==> src/rtl/brick_collider_if.sv <==
// Bus between the brick collider and its neighbours (ball mover, renderer,
// score accumulator).
//   frame_tick   : one-cycle pulse per video frame, starts a collision scan
//   ball_x/y     : ball top-left coordinates
//   lose         : ball lost, restore every brick and abort any scan
//   collide      : one-hot, one-cycle hit strobe (bit i = brick i)
//   bounce_x/y   : one-cycle velocity-reversal requests to the ball mover
//   bricks_alive : per-brick presence, 1 = still standing
//   all_cleared  : level, no bricks left
//   busy         : a scan is in progress
// The master modport is the side that drives the frame/ball/lose inputs;
// the slave modport is the collider itself.
interface brick_collider_if #(
    parameter int NUM_BRICKS = 15,
    parameter int CW         = 10
);
    logic                  frame_tick;
    logic [CW-1:0]         ball_x;
    logic [CW-1:0]         ball_y;
    logic                  lose;
    logic [NUM_BRICKS-1:0] collide;
    logic                  bounce_x;
    logic                  bounce_y;
    logic [NUM_BRICKS-1:0] bricks_alive;
    logic                  all_cleared;
    logic                  busy;

    modport master (
        output frame_tick, ball_x, ball_y, lose,
        input  collide, bounce_x, bounce_y, bricks_alive, all_cleared, busy
    );

    modport slave (
        input  frame_tick, ball_x, ball_y, lose,
        output collide, bounce_x, bounce_y, bricks_alive, all_cleared, busy
    );
endinterface

==> src/rtl/brick_collider.sv <==
// Brick collider: keeps alive/dead state for a grid of bricks and, once per
// frame, scans the live bricks one per cycle against a latched copy of the
// ball position. The first (lowest-index) overlapping live brick is killed,
// a one-cycle one-hot collide strobe is produced and exactly one bounce
// request is issued.
//   clk  : system clock
//   rst  : synchronous active-high reset
//   bus  : brick_collider_if.slave (frame_tick, ball_x/y, lose in;
//          collide, bounce_x/y, bricks_alive, all_cleared, busy out)
module brick_collider #(
    parameter int NUM_BRICKS = 15,
    parameter int COLS       = 5,
    parameter int ORIGIN_X   = 40,
    parameter int ORIGIN_Y   = 40,
    parameter int BRICK_W    = 40,
    parameter int BRICK_H    = 16,
    parameter int GAP        = 4,
    parameter int BALL_SIZE  = 8,
    parameter int CW         = 10
) (
    input  logic               clk,
    input  logic               rst,
    brick_collider_if.slave    bus
);
    localparam int XW  = CW + 1;
    localparam int IW  = (NUM_BRICKS > 1) ? $clog2(NUM_BRICKS) : 1;
    localparam int CLW = (COLS > 1) ? $clog2(COLS) : 1;

    typedef enum logic [1:0] {IDLE, SCAN, HIT} state_t;

    state_t                state_q, state_d;
    logic [IW-1:0]         idx_q, idx_d;
    logic [CLW-1:0]        col_q, col_d;
    logic [XW-1:0]         x0_q, x0_d;
    logic [XW-1:0]         y0_q, y0_d;
    logic [CW-1:0]         bx_q, bx_d;
    logic [CW-1:0]         by_q, by_d;
    logic                  hit_y_q, hit_y_d;
    logic [NUM_BRICKS-1:0] collide_q, collide_d;
    logic                  bounce_x_q, bounce_x_d;
    logic                  bounce_y_q, bounce_y_d;
    logic [NUM_BRICKS-1:0] alive_q, alive_d;
    logic                  busy_q, busy_d;

    // Overlap test in CW+1 bits so ball_x+BALL_SIZE and x0+BRICK_W never wrap.
    logic [XW-1:0] bx_w, by_w, cx_w;
    logic          ovl_x, ovl_y, center_in_x, cur_alive;

    always_comb begin
        bx_w        = {1'b0, bx_q};
        by_w        = {1'b0, by_q};
        cx_w        = bx_w + XW'(BALL_SIZE / 2);
        ovl_x       = ((bx_w + XW'(BALL_SIZE)) > x0_q) && (bx_w < (x0_q + XW'(BRICK_W)));
        ovl_y       = ((by_w + XW'(BALL_SIZE)) > y0_q) && (by_w < (y0_q + XW'(BRICK_H)));
        // Ball centre inside the brick's x span means it struck a top/bottom face.
        center_in_x = (cx_w >= x0_q) && (cx_w < (x0_q + XW'(BRICK_W)));
        cur_alive   = alive_q[idx_q];
    end

    always_comb begin
        state_d    = state_q;
        idx_d      = idx_q;
        col_d      = col_q;
        x0_d       = x0_q;
        y0_d       = y0_q;
        bx_d       = bx_q;
        by_d       = by_q;
        hit_y_d    = hit_y_q;
        alive_d    = alive_q;
        busy_d     = busy_q;
        collide_d  = '0;
        bounce_x_d = 1'b0;
        bounce_y_d = 1'b0;

        case (state_q)
            IDLE: begin
                if (bus.frame_tick) begin
                    bx_d    = bus.ball_x;
                    by_d    = bus.ball_y;
                    idx_d   = '0;
                    col_d   = '0;
                    x0_d    = XW'(ORIGIN_X);
                    y0_d    = XW'(ORIGIN_Y);
                    busy_d  = 1'b1;
                    state_d = SCAN;
                end
            end
            SCAN: begin
                if (cur_alive && ovl_x && ovl_y) begin
                    hit_y_d = center_in_x;
                    state_d = HIT;
                end else if (idx_q == IW'(NUM_BRICKS - 1)) begin
                    busy_d  = 1'b0;
                    state_d = IDLE;
                end else begin
                    // Walk the grid with counters instead of dividing idx.
                    idx_d = idx_q + 1'b1;
                    if (col_q == CLW'(COLS - 1)) begin
                        col_d = '0;
                        x0_d  = XW'(ORIGIN_X);
                        y0_d  = y0_q + XW'(BRICK_H + GAP);
                    end else begin
                        col_d = col_q + 1'b1;
                        x0_d  = x0_q + XW'(BRICK_W + GAP);
                    end
                end
            end
            HIT: begin
                collide_d      = NUM_BRICKS'(1) << idx_q;
                alive_d[idx_q] = 1'b0;
                bounce_y_d     = hit_y_q;
                bounce_x_d     = ~hit_y_q;
                busy_d         = 1'b0;
                state_d        = IDLE;
            end
            default: begin
                busy_d  = 1'b0;
                state_d = IDLE;
            end
        endcase

        // lose overrides everything, including a pending HIT and a new frame.
        if (bus.lose) begin
            alive_d    = '1;
            collide_d  = '0;
            bounce_x_d = 1'b0;
            bounce_y_d = 1'b0;
            busy_d     = 1'b0;
            state_d    = IDLE;
        end
    end

    always_ff @(posedge clk) begin
        if (rst) begin
            state_q    <= IDLE;
            idx_q      <= '0;
            col_q      <= '0;
            x0_q       <= '0;
            y0_q       <= '0;
            bx_q       <= '0;
            by_q       <= '0;
            hit_y_q    <= 1'b0;
            collide_q  <= '0;
            bounce_x_q <= 1'b0;
            bounce_y_q <= 1'b0;
            alive_q    <= '1;
            busy_q     <= 1'b0;
        end else begin
            state_q    <= state_d;
            idx_q      <= idx_d;
            col_q      <= col_d;
            x0_q       <= x0_d;
            y0_q       <= y0_d;
            bx_q       <= bx_d;
            by_q       <= by_d;
            hit_y_q    <= hit_y_d;
            collide_q  <= collide_d;
            bounce_x_q <= bounce_x_d;
            bounce_y_q <= bounce_y_d;
            alive_q    <= alive_d;
            busy_q     <= busy_d;
        end
    end

    assign bus.collide      = collide_q;
    assign bus.bounce_x     = bounce_x_q;
    assign bus.bounce_y     = bounce_y_q;
    assign bus.bricks_alive = alive_q;
    assign bus.all_cleared  = ~|alive_q;
    assign bus.busy         = busy_q;
endmodule

==> src/flat_wrapper.sv <==
// flat-port wrapper written by rule: the top's interface ports become plain ports
module brick_collider_flat 
#(
    parameter int NUM_BRICKS = 15,
    parameter int COLS       = 5,
    parameter int ORIGIN_X   = 40,
    parameter int ORIGIN_Y   = 40,
    parameter int BRICK_W    = 40,
    parameter int BRICK_H    = 16,
    parameter int GAP        = 4,
    parameter int BALL_SIZE  = 8,
    parameter int CW         = 10
)
  (clk, rst, bus_frame_tick, bus_ball_x, bus_ball_y, bus_lose, bus_collide, bus_bounce_x, bus_bounce_y, bus_bricks_alive, bus_all_cleared, bus_busy);
  brick_collider_if #(.NUM_BRICKS(NUM_BRICKS), .CW(CW)) bus_i ();
  input  logic clk;
  input  logic rst;
  input wire logic [$bits(bus_i.frame_tick)-1:0] bus_frame_tick;
  input wire logic [$bits(bus_i.ball_x)-1:0] bus_ball_x;
  input wire logic [$bits(bus_i.ball_y)-1:0] bus_ball_y;
  input wire logic [$bits(bus_i.lose)-1:0] bus_lose;
  output wire logic [$bits(bus_i.collide)-1:0] bus_collide;
  output wire logic [$bits(bus_i.bounce_x)-1:0] bus_bounce_x;
  output wire logic [$bits(bus_i.bounce_y)-1:0] bus_bounce_y;
  output wire logic [$bits(bus_i.bricks_alive)-1:0] bus_bricks_alive;
  output wire logic [$bits(bus_i.all_cleared)-1:0] bus_all_cleared;
  output wire logic [$bits(bus_i.busy)-1:0] bus_busy;
  assign bus_i.frame_tick = bus_frame_tick;
  assign bus_i.ball_x = bus_ball_x;
  assign bus_i.ball_y = bus_ball_y;
  assign bus_i.lose = bus_lose;
  assign bus_collide = bus_i.collide;
  assign bus_bounce_x = bus_i.bounce_x;
  assign bus_bounce_y = bus_i.bounce_y;
  assign bus_bricks_alive = bus_i.bricks_alive;
  assign bus_all_cleared = bus_i.all_cleared;
  assign bus_busy = bus_i.busy;
  brick_collider #(.NUM_BRICKS(NUM_BRICKS), .COLS(COLS), .ORIGIN_X(ORIGIN_X), .ORIGIN_Y(ORIGIN_Y), .BRICK_W(BRICK_W), .BRICK_H(BRICK_H), .GAP(GAP), .BALL_SIZE(BALL_SIZE), .CW(CW)) u_core (.clk(clk), .rst(rst), .bus(bus_i));
endmodule
==> config.mk <==
export PLATFORM = sky130hd
export DESIGN_NAME = brick_collider_flat
export DESIGN_NICKNAME = d
export VERILOG_FILES = /design/src/rtl/brick_collider_if.sv /design/src/rtl/brick_collider.sv /design/src/flat_wrapper.sv
export SDC_FILE = /design/constraint.sdc
export NUM_CORES = 1
export LEC_CHECK = 0
export BUFFER_PORTS_ARGS = -buffer_cell sky130_fd_sc_hd__buf_2
export CORE_AREA = 2 2 109 111
export CTS_CLUSTER_DIAMETER = 200
export CTS_CLUSTER_SIZE = 14
export DETAILED_ROUTE_END_ITERATION = 12
export DIE_AREA = 0 0 111 113
export PLACE_DENSITY = 0.74
export SLEW_MARGIN = 10
export SYNTH_ARGS = -nofsm -noshare
export SYNTH_HDL_FRONTEND = slang
export SYNTH_SLANG_ARGS = --single-unit
==> constraint.sdc <==
create_clock -name clk -period 5.24 [get_ports clk]
set_clock_uncertainty 0.05 [all_clocks]
set_input_delay 0.262 -clock clk [delete_from_list [all_inputs] [get_ports clk]]
set_output_delay 0.262 -clock clk [all_outputs]
set_load 0.005 [all_outputs]
---- Yosys cells after proc, flatten, opt, wreduce, memory -nomap -nowiden ----
Index checks and enable logic that the tools add are counted.
storage, ports and cells
  register bits ........................... 85
  latch bits .............................. 0
  memory bits (writable) .................. 0
  bits in read-only memories .............. 0
  input bits .............................. 24
  word-level logic and storage cells ...... 93
  memories kept ........................... 0
cells by class
  $add $sub $neg .......................... 9
  $mul .................................... 0
  div/mod/pow operators ................... 0
  $lt $le $gt $ge ......................... 8
  equal/unequal tests ..................... 10
  shifts and indexed selects .............. 1
  muxes and demuxes ....................... 30
  bitwise operators ....................... 4
  reduce and logical (&&, ||, !) cells .... 18
operators with widths
  kind                   number
  $mux 11                7
  $pmux 11 s2            2
  $add 10x4->11 const B  2
  $add 11x5->11 const B  2
  $add 11x6->11 const B  2
  $gt 11x11->1           2
  $lt 10x11->1           2
  $and 15x15->15         1
  $not 15->15            1
  $reduce_or 15->1       1
  $shl 1x4->15 const A   1
  $mux 3                 4
  $mux 4                 3
  $add 10x3->11 const B  1
  $ge 11x11->1           1
  $lt 11x11->1           1
  $pmux 4 s2             1
  $logic_and 1x1->1      6
  $mux 2                 3
  $ne 2x2->1 const B     3
  $pmux 3 s2             1
  $reduce_and 2->1       3
  $lt 4x5->1 const B     1
  $mux 1                 5
  22 further kinds       24

---- Longest topological paths before layout ----
Gate-level depths: netlist of run 1.
  depth in word-level cells ............... 7
  gate-level depth with buffers ........... 15
  mapped depth without buffers ............ 13

---- Least setup slack after synthesis of run 1 ----
Ideal clock, no wire load.
  path type ............................... reg-to-reg
  start point ............................. reg u_core.bx_q[4]
  end point ............................... reg u_core.x0_q[10]
  library setup time ...................... 0.070 ns
  arrival ................................. 2.873 ns
  data required time ...................... 5.120 ns
  path slack .............................. 2.247 ns
  stages on the path, launching flop included .. 14
  buffers on the path ..................... 1
  clock period less this slack ............ 2.993 ns
  cells stage by stage .................... dfxtp_1 -> ha_1 -> nand3_1 -> xnor2_1 -> ha_1 -> and4_1 -> o21ai_0 -> o21ai_0 -> o221a_2 -> o2111ai_1 -> o211ai_1 -> buf_2 -> or4_1 -> a21oi_1
between the ends
  cells in the longest elaborated chain, start to end .. 7
  elaborated cells on any way between the ends .. 8
  those cells by class .................... add/sub: 1; order compare: 2; eq/ne: 1; reduce/logical: 4
RTL lines
  what                                 RTL line               RTL
  start, declared                      brick_collider.sv:36   logic [CW-1:0] bx_q, bx_d;
  start signal, assigned               brick_collider.sv:140  bx_q <= '0;
  start signal, assigned               brick_collider.sv:154  bx_q <= bx_d;
  $add 10x4->11                        brick_collider.sv:53   ovl_x = ((bx_w + XW'(BALL_SIZE)) > x0_q) && (bx_w < (x0_q + XW'(BRICK_W)));
  $gt 11x11->1                         brick_collider.sv:53
  $logic_and 1x1->1 *                  brick_collider.sv:53
  $logic_and 1x1->1 * (2 in series)    brick_collider.sv:89   if (cur_alive && ovl_x && ovl_y) begin
  $ne 2x2->1 (no source line) *        --
  $reduce_and 4->1 (no source line) *  --
  end signal, assigned                 brick_collider.sv:138  x0_q <= '0;
  end signal, assigned                 brick_collider.sv:152  x0_q <= x0_d;
  end, declared                        brick_collider.sv:34   logic [XW-1:0] x0_q, x0_d;
Every way passes the cells marked *; elsewhere a longest branch is shown, timed or not.
A chain may end at the register's enable or synchronous reset.

---- Final worst setup path of run 1 ----
Ends and elaborated chain as after synthesis.

==> impl_results.md, run 1 <==
* Hold Slack at 0.109 ns
* Synth warnings at 0
* Die area at 12500 um^2
* Initial antenna violation count at 0
* Critical setup path kind: register to register
* Setup TNS at 0 ns
* Detailed placer's ending HPWL at 9.26 mm
* CP max FO at 19
* Post-placement cell area at 5280 um^2
* RD Place Congestion at 0.874
* Largest net degree at the start of global routing at 50
* MaxCap Viol Count at 0
* Routed length per instance at 16.0 um
* Post-CTS Resized at 0
* DR pass1 iterations at 5
* Crit path DAT at 4.07 ns
* Via count at 4520
* Lkg Pwr at 2.23 nW
* Post-layout util at 49.6%
* Post-CTS Setup Inserts at 0
* Post-Syn Nets at 685
* Reg2Reg Depth at 14
* Worst min path class: input pin to register
* TritonCTS Buffers at 9
* Power per cell area at 271 nW/um^2
* Cells after DPL at 771
* Tmin final at 3.86 ns
* CTS root buffer: clkbuf_16
* RSZ-0062 raised after global routing: false
* WHS Path Cells at 3
* DRT Wirelength at 12.6 mm
* Worst-path clk slew at 0.06 ns
* Top FF cell, synth: dfxtp_1
* #FFs+latches synth at 81
* CTS tree: built
* Total Power at 1.51 mW
* Cells after synthesis at 598
* N_diodes at 0
* EDFF count, synth at 0
* CTS H-Tree Depth at 3
* Worst-Margin Slew at 0.949 ns
* Peak VDD IR at 266 uV
* Nets at 726
* Slew Limit Fails at 0
* Synthesis-to-finish area growth at 13.6%
* Critical Path Source Type: register
* CORE AREA at 11300 um^2
* Total gr overflow at 0
* Row cnt at 39
* IO Count at 58
* Pre-CTS WS at 1.43 ns
* Outcome: finished clean
* Initial Util at 43.6%
* Die width at 111 um
* Post-synthesis cell type count at 60
* Post-synthesis async set-or-reset flop share at 0%
* Final worst setup slack at 1.38 ns
* Max Root-Sink Buffers at 2
* Chip height at 113 um
* Cell area after synthesis at 4920 um^2
* Fmax at 259 MHz
* DRC at 0
* Vias in the first global route at 4406
* Period utilization at 73.6%
* Sequential element share of the synthesized area at 33.0%
* GRT Overall Usage at 20.4%
* Fin area at 5590 um^2
* Iteration-0 DRC Markers at 334
* Share of post-route cells with drive strength above 1 at 13.4%
* Post-route ant nets at 0
* Hold-fix buffers, CTS at 0
* Fin cells at 786
* Worst-Skew Late Latency at 0.34 ns
* Data required, critical path at 5.46 ns
* Mean Syn Cell Area at 8.22 um^2
* Final hold vios at 0
* Setup Viol. Count Final at 0
* Clock sink total at 81
* Global-route wire length before repair at 21.0 mm
* Crit path capture type: register
* Port bufs at 57
* Vias/cell at 5.75
* Slew HR at 36.6%
logic make-up after synthesis:
group                    synth area share [%]
AND/OR/NAND/NOR                          22.5
AO/OA/AOI/OAI                            16.3
flip-flops                               33.0
adder cells (fa/ha/maj)                  16.0
buffers and inverters                    4.99
XOR/XNOR                                 4.81
multiplexers                             2.39
cells in the mapped netlist, types with 5 or more instances:
| cell type | instances | share of area (%) |
|---|---|---|
| inv_1 | 31 | 2.4 |
| ha_1 | 63 | 16 |
| nand4_1 | 14 | 1.8 |
| o211ai_1 | 9 | 1.4 |
| o21ai_1 | 6 | 0.61 |
| and3_1 | 5 | 0.64 |
| nand2b_1 | 6 | 0.76 |
| o21ai_0 | 9 | 0.92 |
| nor3_1 | 8 | 0.81 |
| clkbuf_1 | 22 | 1.7 |
| nor2_1 | 72 | 5.5 |
| o2111ai_1 | 5 | 0.89 |
| o21a_1 | 6 | 0.92 |
| xor2_1 | 6 | 1.1 |
| or4_1 | 7 | 1.1 |
| buf_2 | 7 | 0.71 |
| nand2_1 | 73 | 5.6 |
| a211oi_1 | 6 | 0.92 |
| a21oi_1 | 40 | 4.1 |
| nand3_1 | 30 | 3.1 |
| xnor2_1 | 21 | 3.7 |
| dfxtp_1 | 81 | 33 |
| mux2i_1 | 5 | 1.0 |
sequential cells by signal (all words and copies together) (netlist names):
name	cells
u_core.col_q	3
u_core.bus.bounce_y	1
u_core.bus.collide	15
u_core.bus.busy	1
u_core.hit_y_q	1
u_core.y0_q	9
u_core.state_q	2
u_core.bus.bounce_x	1
u_core.bx_q	10
u_core.idx_q	4
u_core.bus.bricks_alive	15
u_core.x0_q	9
u_core.by_q	10
worst max-delay path, stage by stage, from the launching register on:
cell       delay [ns]
dfxtp_1          0.46
ha_1             0.32
nand3_1          0.13
xnor2_1          0.17
ha_1             0.32
and4_1           0.21
o21ai_0          0.07
o21ai_0          0.10
o221a_2          0.24
o2111ai_1        0.22
o211ai_1         0.33
buf_4            0.37
buf_4            0.19
or4_1            0.46
a21oi_1          0.14
final timing paths:
path | endpoint | slack (ns) | startpoint
worst min register to register | u_core.bus.bounce_x | 0.39 | u_core.hit_y_q
worst max register to register | u_core.x0_q[10] | 1.38 | u_core.bx_q[4]
worst max-delay path | u_core.x0_q[10] | 1.38 | u_core.bx_q[4]
worst min-delay path | u_core.by_q[0] | 0.11 | bus_ball_y[0]
power breakdown:
part / internal (mW) / switching, mW / leakage [nW] / total, mW
clock: 0.384 / 0.262 / 0.146 / 0.646
combinational: 0.0877 / 0.124 / 1.43 / 0.211
sequential: 0.631 / 0.0252 / 0.658 / 0.657
total: 1.10 / 0.411 / 2.23 / 1.51
cell type report:
type / instances / area [um^2]
clock buffers: 10 / 239
clock inverters: 5 / 63.8
fillers: 1062 / 5690
inverters: 31 / 116
multi-input cells: 455 / 3050
flip-flops and latches: 81 / 1620
well taps: 143 / 179
repair buffers: 61 / 315
placed cells by master, fill, tap and decap left out, drive strengths merged, types with 5 or more instances in the layout:
cell,instances
o21ai,16
buf,61
ha,63
nand4,14
nand3,30
mux2i,5
nor2,72
clkbuf,10
a21oi,41
dfxtp,81
o211ai,9
nand2,73
o21a,6
nor3,8
or4,7
o2111ai,5
inv,33
nand2b,6
a211oi,6
xor2,6
xnor2,21
and3,5
per-layer routing:
layer / track usage [%] / vias up / part of all wire [%]
met1: 25.6 / 2145 / 44
met3: 4.23 / 20 / 5.6
li1: - / 2211 / -
met5: 0 / - / 0
met4: 5.58 / 0 / 1.3
met2: 35.8 / 144 / 49
Note: power is estimated with default switching activity, not from simulation.
==> run 2: changes to the inputs <==
--- a/config.mk
+++ b/config.mk
@@ -5,13 +5,14 @@
 export SDC_FILE = /design/constraint.sdc
 export NUM_CORES = 1
 export LEC_CHECK = 0
+export ABC_AREA = 1
 export BUFFER_PORTS_ARGS = -buffer_cell sky130_fd_sc_hd__buf_2
-export CORE_AREA = 2 2 109 111
+export CORE_AREA = 2 2 112 114
 export CTS_CLUSTER_DIAMETER = 200
 export CTS_CLUSTER_SIZE = 14
 export DETAILED_ROUTE_END_ITERATION = 12
-export DIE_AREA = 0 0 111 113
-export PLACE_DENSITY = 0.74
+export DIE_AREA = 0 0 114 116
+export PLACE_DENSITY = 0.76
 export SLEW_MARGIN = 10
 export SYNTH_ARGS = -nofsm -noshare
 export SYNTH_HDL_FRONTEND = slang
==> constraint.sdc (replaced) <==
create_clock -name clk -period 3.4 [get_ports clk]
set_clock_uncertainty 0.05 [all_clocks]
set_input_delay 0.17 -clock clk [delete_from_list [all_inputs] [get_ports clk]]
set_output_delay 0.17 -clock clk [all_outputs]
set_load 0.005 [all_outputs]
==> run 2 against run 1 <==
Global-route usage shrank 2.0 points. Sequential cell count is the same. Critical endpoint is now u_core.hit_y_q. Sequential share of layout area is 1.6 points lower. Critical path type unchanged. Core utilization barely moved. Cell area grew 5.6%. Combinational power grew to 2.7 times the previous value.
==> impl_results.md, run 2 <==
* Reg2reg end: u_core.hit_y_q
* Outcome: finished clean
* Sequential element share of the synthesized area at 31.2% (-1.8 points)
* MaxCap Viol Count at 0 (unchanged)
* Vias in the first global route at 4330 (-1.7%)
* #FFs+latches synth at 81 (unchanged)
* # fillers at 1184 (+11%)
* IO Count at 58 (unchanged)
* Die width at 114 um (+2.7%)
* Leading area contributor after synthesis: dfxtp_1
* Most frequent cells in the layout: nand2_1, nor2_1, inv_1, dfxtp_1, a21oi_1
* Power per cell area at 438 nW/um^2 (+62%)
* Tmin final at 2.71 ns (-1.15 ns)
* XOR/XNOR share of the synthesized area at 4.04% (-0.77 points)
* Initial Util at 43.7% (+0.064 points)
* N_diodes at 0 (unchanged)
* Multiplexer share of the synthesized area at 0.192% (-2.2 points)
* Setup slack, reg-to-reg at 0.69 ns (-0.69 ns)
* Cell area after synthesis at 5200 um^2 (+5.8%)
* Initial antenna violation count at 0 (unchanged)
* Critical setup path kind: register to register
* Crit path DAT at 2.90 ns (-1.17 ns)
* Largest net degree at the start of global routing at 33 (-34%)
* Max Root-Sink Buffers at 2 (unchanged)
* Chip height at 116 um (+2.7%)
* Setup TNS at 0 ns (unchanged)
* TritonCTS Buffers at 9 (unchanged)
* Vias/cell at 5.03 (-12%)
* Fmax at 369 MHz (+42%)
* Area fraction of the dominant cell type after synthesis at 31.2% (-1.8 points)
* Routed length per instance at 12.5 um (-22%)
* Post-CTS Setup Inserts at 0 (unchanged)
* Clock sink total at 81 (unchanged)
* Total gr overflow at 0 (unchanged)
* Top FF cell, synth: dfxtp_1
* Area fraction in compound gates after synthesis at 12.8% (-3.5 points)
* Simple-gate area share of the yosys netlist at 27.1% (+4.6 points)
* Port bufs at 57 (unchanged)
* Pre-CTS WS at 0.708 ns (-0.723 ns)
* RD Place Congestion at 0.844 (-3.4%)
* Worst min path class: input pin to register
* DR pass1 iterations at 5 (unchanged)
* Period utilization at 79.7% (+6.1 points)
* DRC at 0 (unchanged)
* Synthesis-to-finish area growth at 13.4%
* CP max FO at 21 (+2)
* Data required, critical path at 3.59 ns (-1.87 ns)
* Detailed placer's ending HPWL at 9.17 mm (-1.1%)
* Worst Hold End: u_core.idx_q[1]
* Nets at 887 (+22%)
* Share of post-route cells with drive strength above 1 at 11.6% (-1.8 points)
* Largest family of logic cells by synthesized area: simple AND/OR/NAND/NOR gates
* WHS Path Cells at 2 (-1)
* RR Startpoint: u_core.bx_q[4]
* Worst-path clk slew at 0.06 ns (about the same)
* Post-synthesis async set-or-reset flop share at 0% (unchanged)
* Hold Crit Start: rst
* Row cnt at 40 (+2.6%)
* CTS tree: built
* CTS H-Tree Depth at 3 (unchanged)
* Top cells by area, synth: dfxtp_1, ha_1, nand2_1
* Crit path capture type: register
* Post-CTS Resized at 0 (unchanged)
* RSZ-0062 raised after global routing: false
* CORE AREA at 11900 um^2 (+5.7%)
* Via count at 4792 (+6.0%)
* Slew HR at 41.5% (+4.9 points)
* EDFF count, synth at 0 (unchanged)
* Setup crit start: u_core.bx_q[4]
* GRT Overall Usage at 18.4% (-2.0 points)
* Final worst setup slack at 0.691 ns (-0.692 ns)
* Worst-Margin Slew at 0.877 ns (-0.0723 ns)
* Reg2Reg Depth at 15 (+1)
* Die area at 13200 um^2 (+5.4%)
* Slew Limit Fails at 0 (unchanged)
* Setup Viol. Count Final at 0 (unchanged)
* Count leader, synth: nand2_1
* Iteration-0 DRC Markers at 336 (+0.60%)
* Post-Syn Nets at 834 (+22%)
* Hold-fix buffers, CTS at 0 (unchanged)
* Worst-Skew Late Latency at 0.34 ns (about the same)
* Adder-Cell Fraction of Synth Area at 15.1% (-0.88 points)
* Mean Syn Cell Area at 6.97 um^2 (-15%)
* Cells after synthesis at 747 (+25%)
* Synth warnings at 0 (unchanged)
* Lkg Pwr at 3.03 nW (+36%)
* Global-route wire length before repair at 19.6 mm (-6.8%)
* Synth top cells by count: nand2_1, nor2_1, inv_1
* Peak VDD IR at 252 uV (-5.5%)
* DRT Wirelength at 11.9 mm (-5.2%)
* Post-synthesis cell type count at 37 (-38%)
* Post-route ant nets at 0 (unchanged)
* Most common cell after layout, fill and taps aside: nand2_1
* CTS root buffer: clkbuf_16
* Critical Path Source Type: register
* Final hold vios at 0 (unchanged)
==> run 2: how the worst max path moves through the flow <==
stage | end | slack (ns) | cells past startpoint
6_report | u_core.hit_y_q | 0.69 | 15
5_1_grt | u_core.hit_y_q | 0.39 | 15
4_1_cts | u_core.hit_y_q | 0.71 | 15
3_5_place_dp | u_core.hit_y_q | 0.71 | 15
3_3_place_gp | u_core.x0_q[3] | 0.78 | 17
2_1_floorplan | u_core.col_q[0] | 0.96 | 18
==> run 2: where the power goes <==
| group | total (mW) | internal, mW | switching, mW |
|---|---|---|---|
| sequential | 1.05 | 0.994 | 0.0548 |
| combinational | 0.570 | 0.217 | 0.353 |
| clock | 0.969 | 0.571 | 0.397 |
==> run 2: cells by family (layout without fill, tap and decap cells) <==
logic type      count (synthesis)  after routing
compound gates                126            126
simple gates                  328            328
xor+xnor                       24             24
fa+ha+maj                      63             63
flops                          81             81
buf+inv                       124            182
mux                             1              1
==> run 2: per-layer routing <==
metal | up-vias | routed length, um | GRT usage (%)
li1 | 2537 | - | -
met1 | 2184 | 5560 | 22.9
met2 | 56 | 5840 | 31.6
met3 | 15 | 334 | 3.82
met4 | 0 | 192 | 6.91
met5 | - | 0 | 0
==> run 2: worst max-delay path: stages (launching register included) <==
cell     delay (ns)
dfxtp_1        0.43
ha_1           0.22
nand3_1        0.12
nor2_1         0.15
xor2_1         0.10
ha_1           0.28
nand2_1        0.07
nor2_1         0.15
nand4_1        0.11
nand3_1        0.11
nand4_1        0.14
nor2_4         0.16
nand3_1        0.08
buf_4          0.21
a31oi_1        0.17
nor2_1         0.06
==> run 2: area by class of cell <==
class,count,area [um^2],share of cell area [%]
Clock buffer,10,229,3.88
Clock inverter,6,65.1,1.10
Inverter,105,395,6.70
Multi-Input combinational cell,542,3090,52.4
Sequential cell,81,1620,27.5
Tap cell,147,184,3.12
Timing Repair Buffer,61,315,5.34
==> run 2: metrics by stage <==
stage | total power [mW] | utilization [%] | instances | cell area (um^2) | hold WS (ns)
2_1_floorplan | 1.50 | - | 747 | 5200 | 0.182
3_3_place_gp | 1.62 | 47.1 | 936 | 5610 | 0.376
3_5_place_dp | 1.63 | 47.1 | 936 | 5610 | 0.382
4_1_cts | 2.60 | 49.5 | 952 | 5900 | 0.0202
5_1_grt | 2.74 | 49.5 | 952 | 5900 | 0.0311
6_report | 2.59 | 49.5 | 952 | 5900 | 0.0256
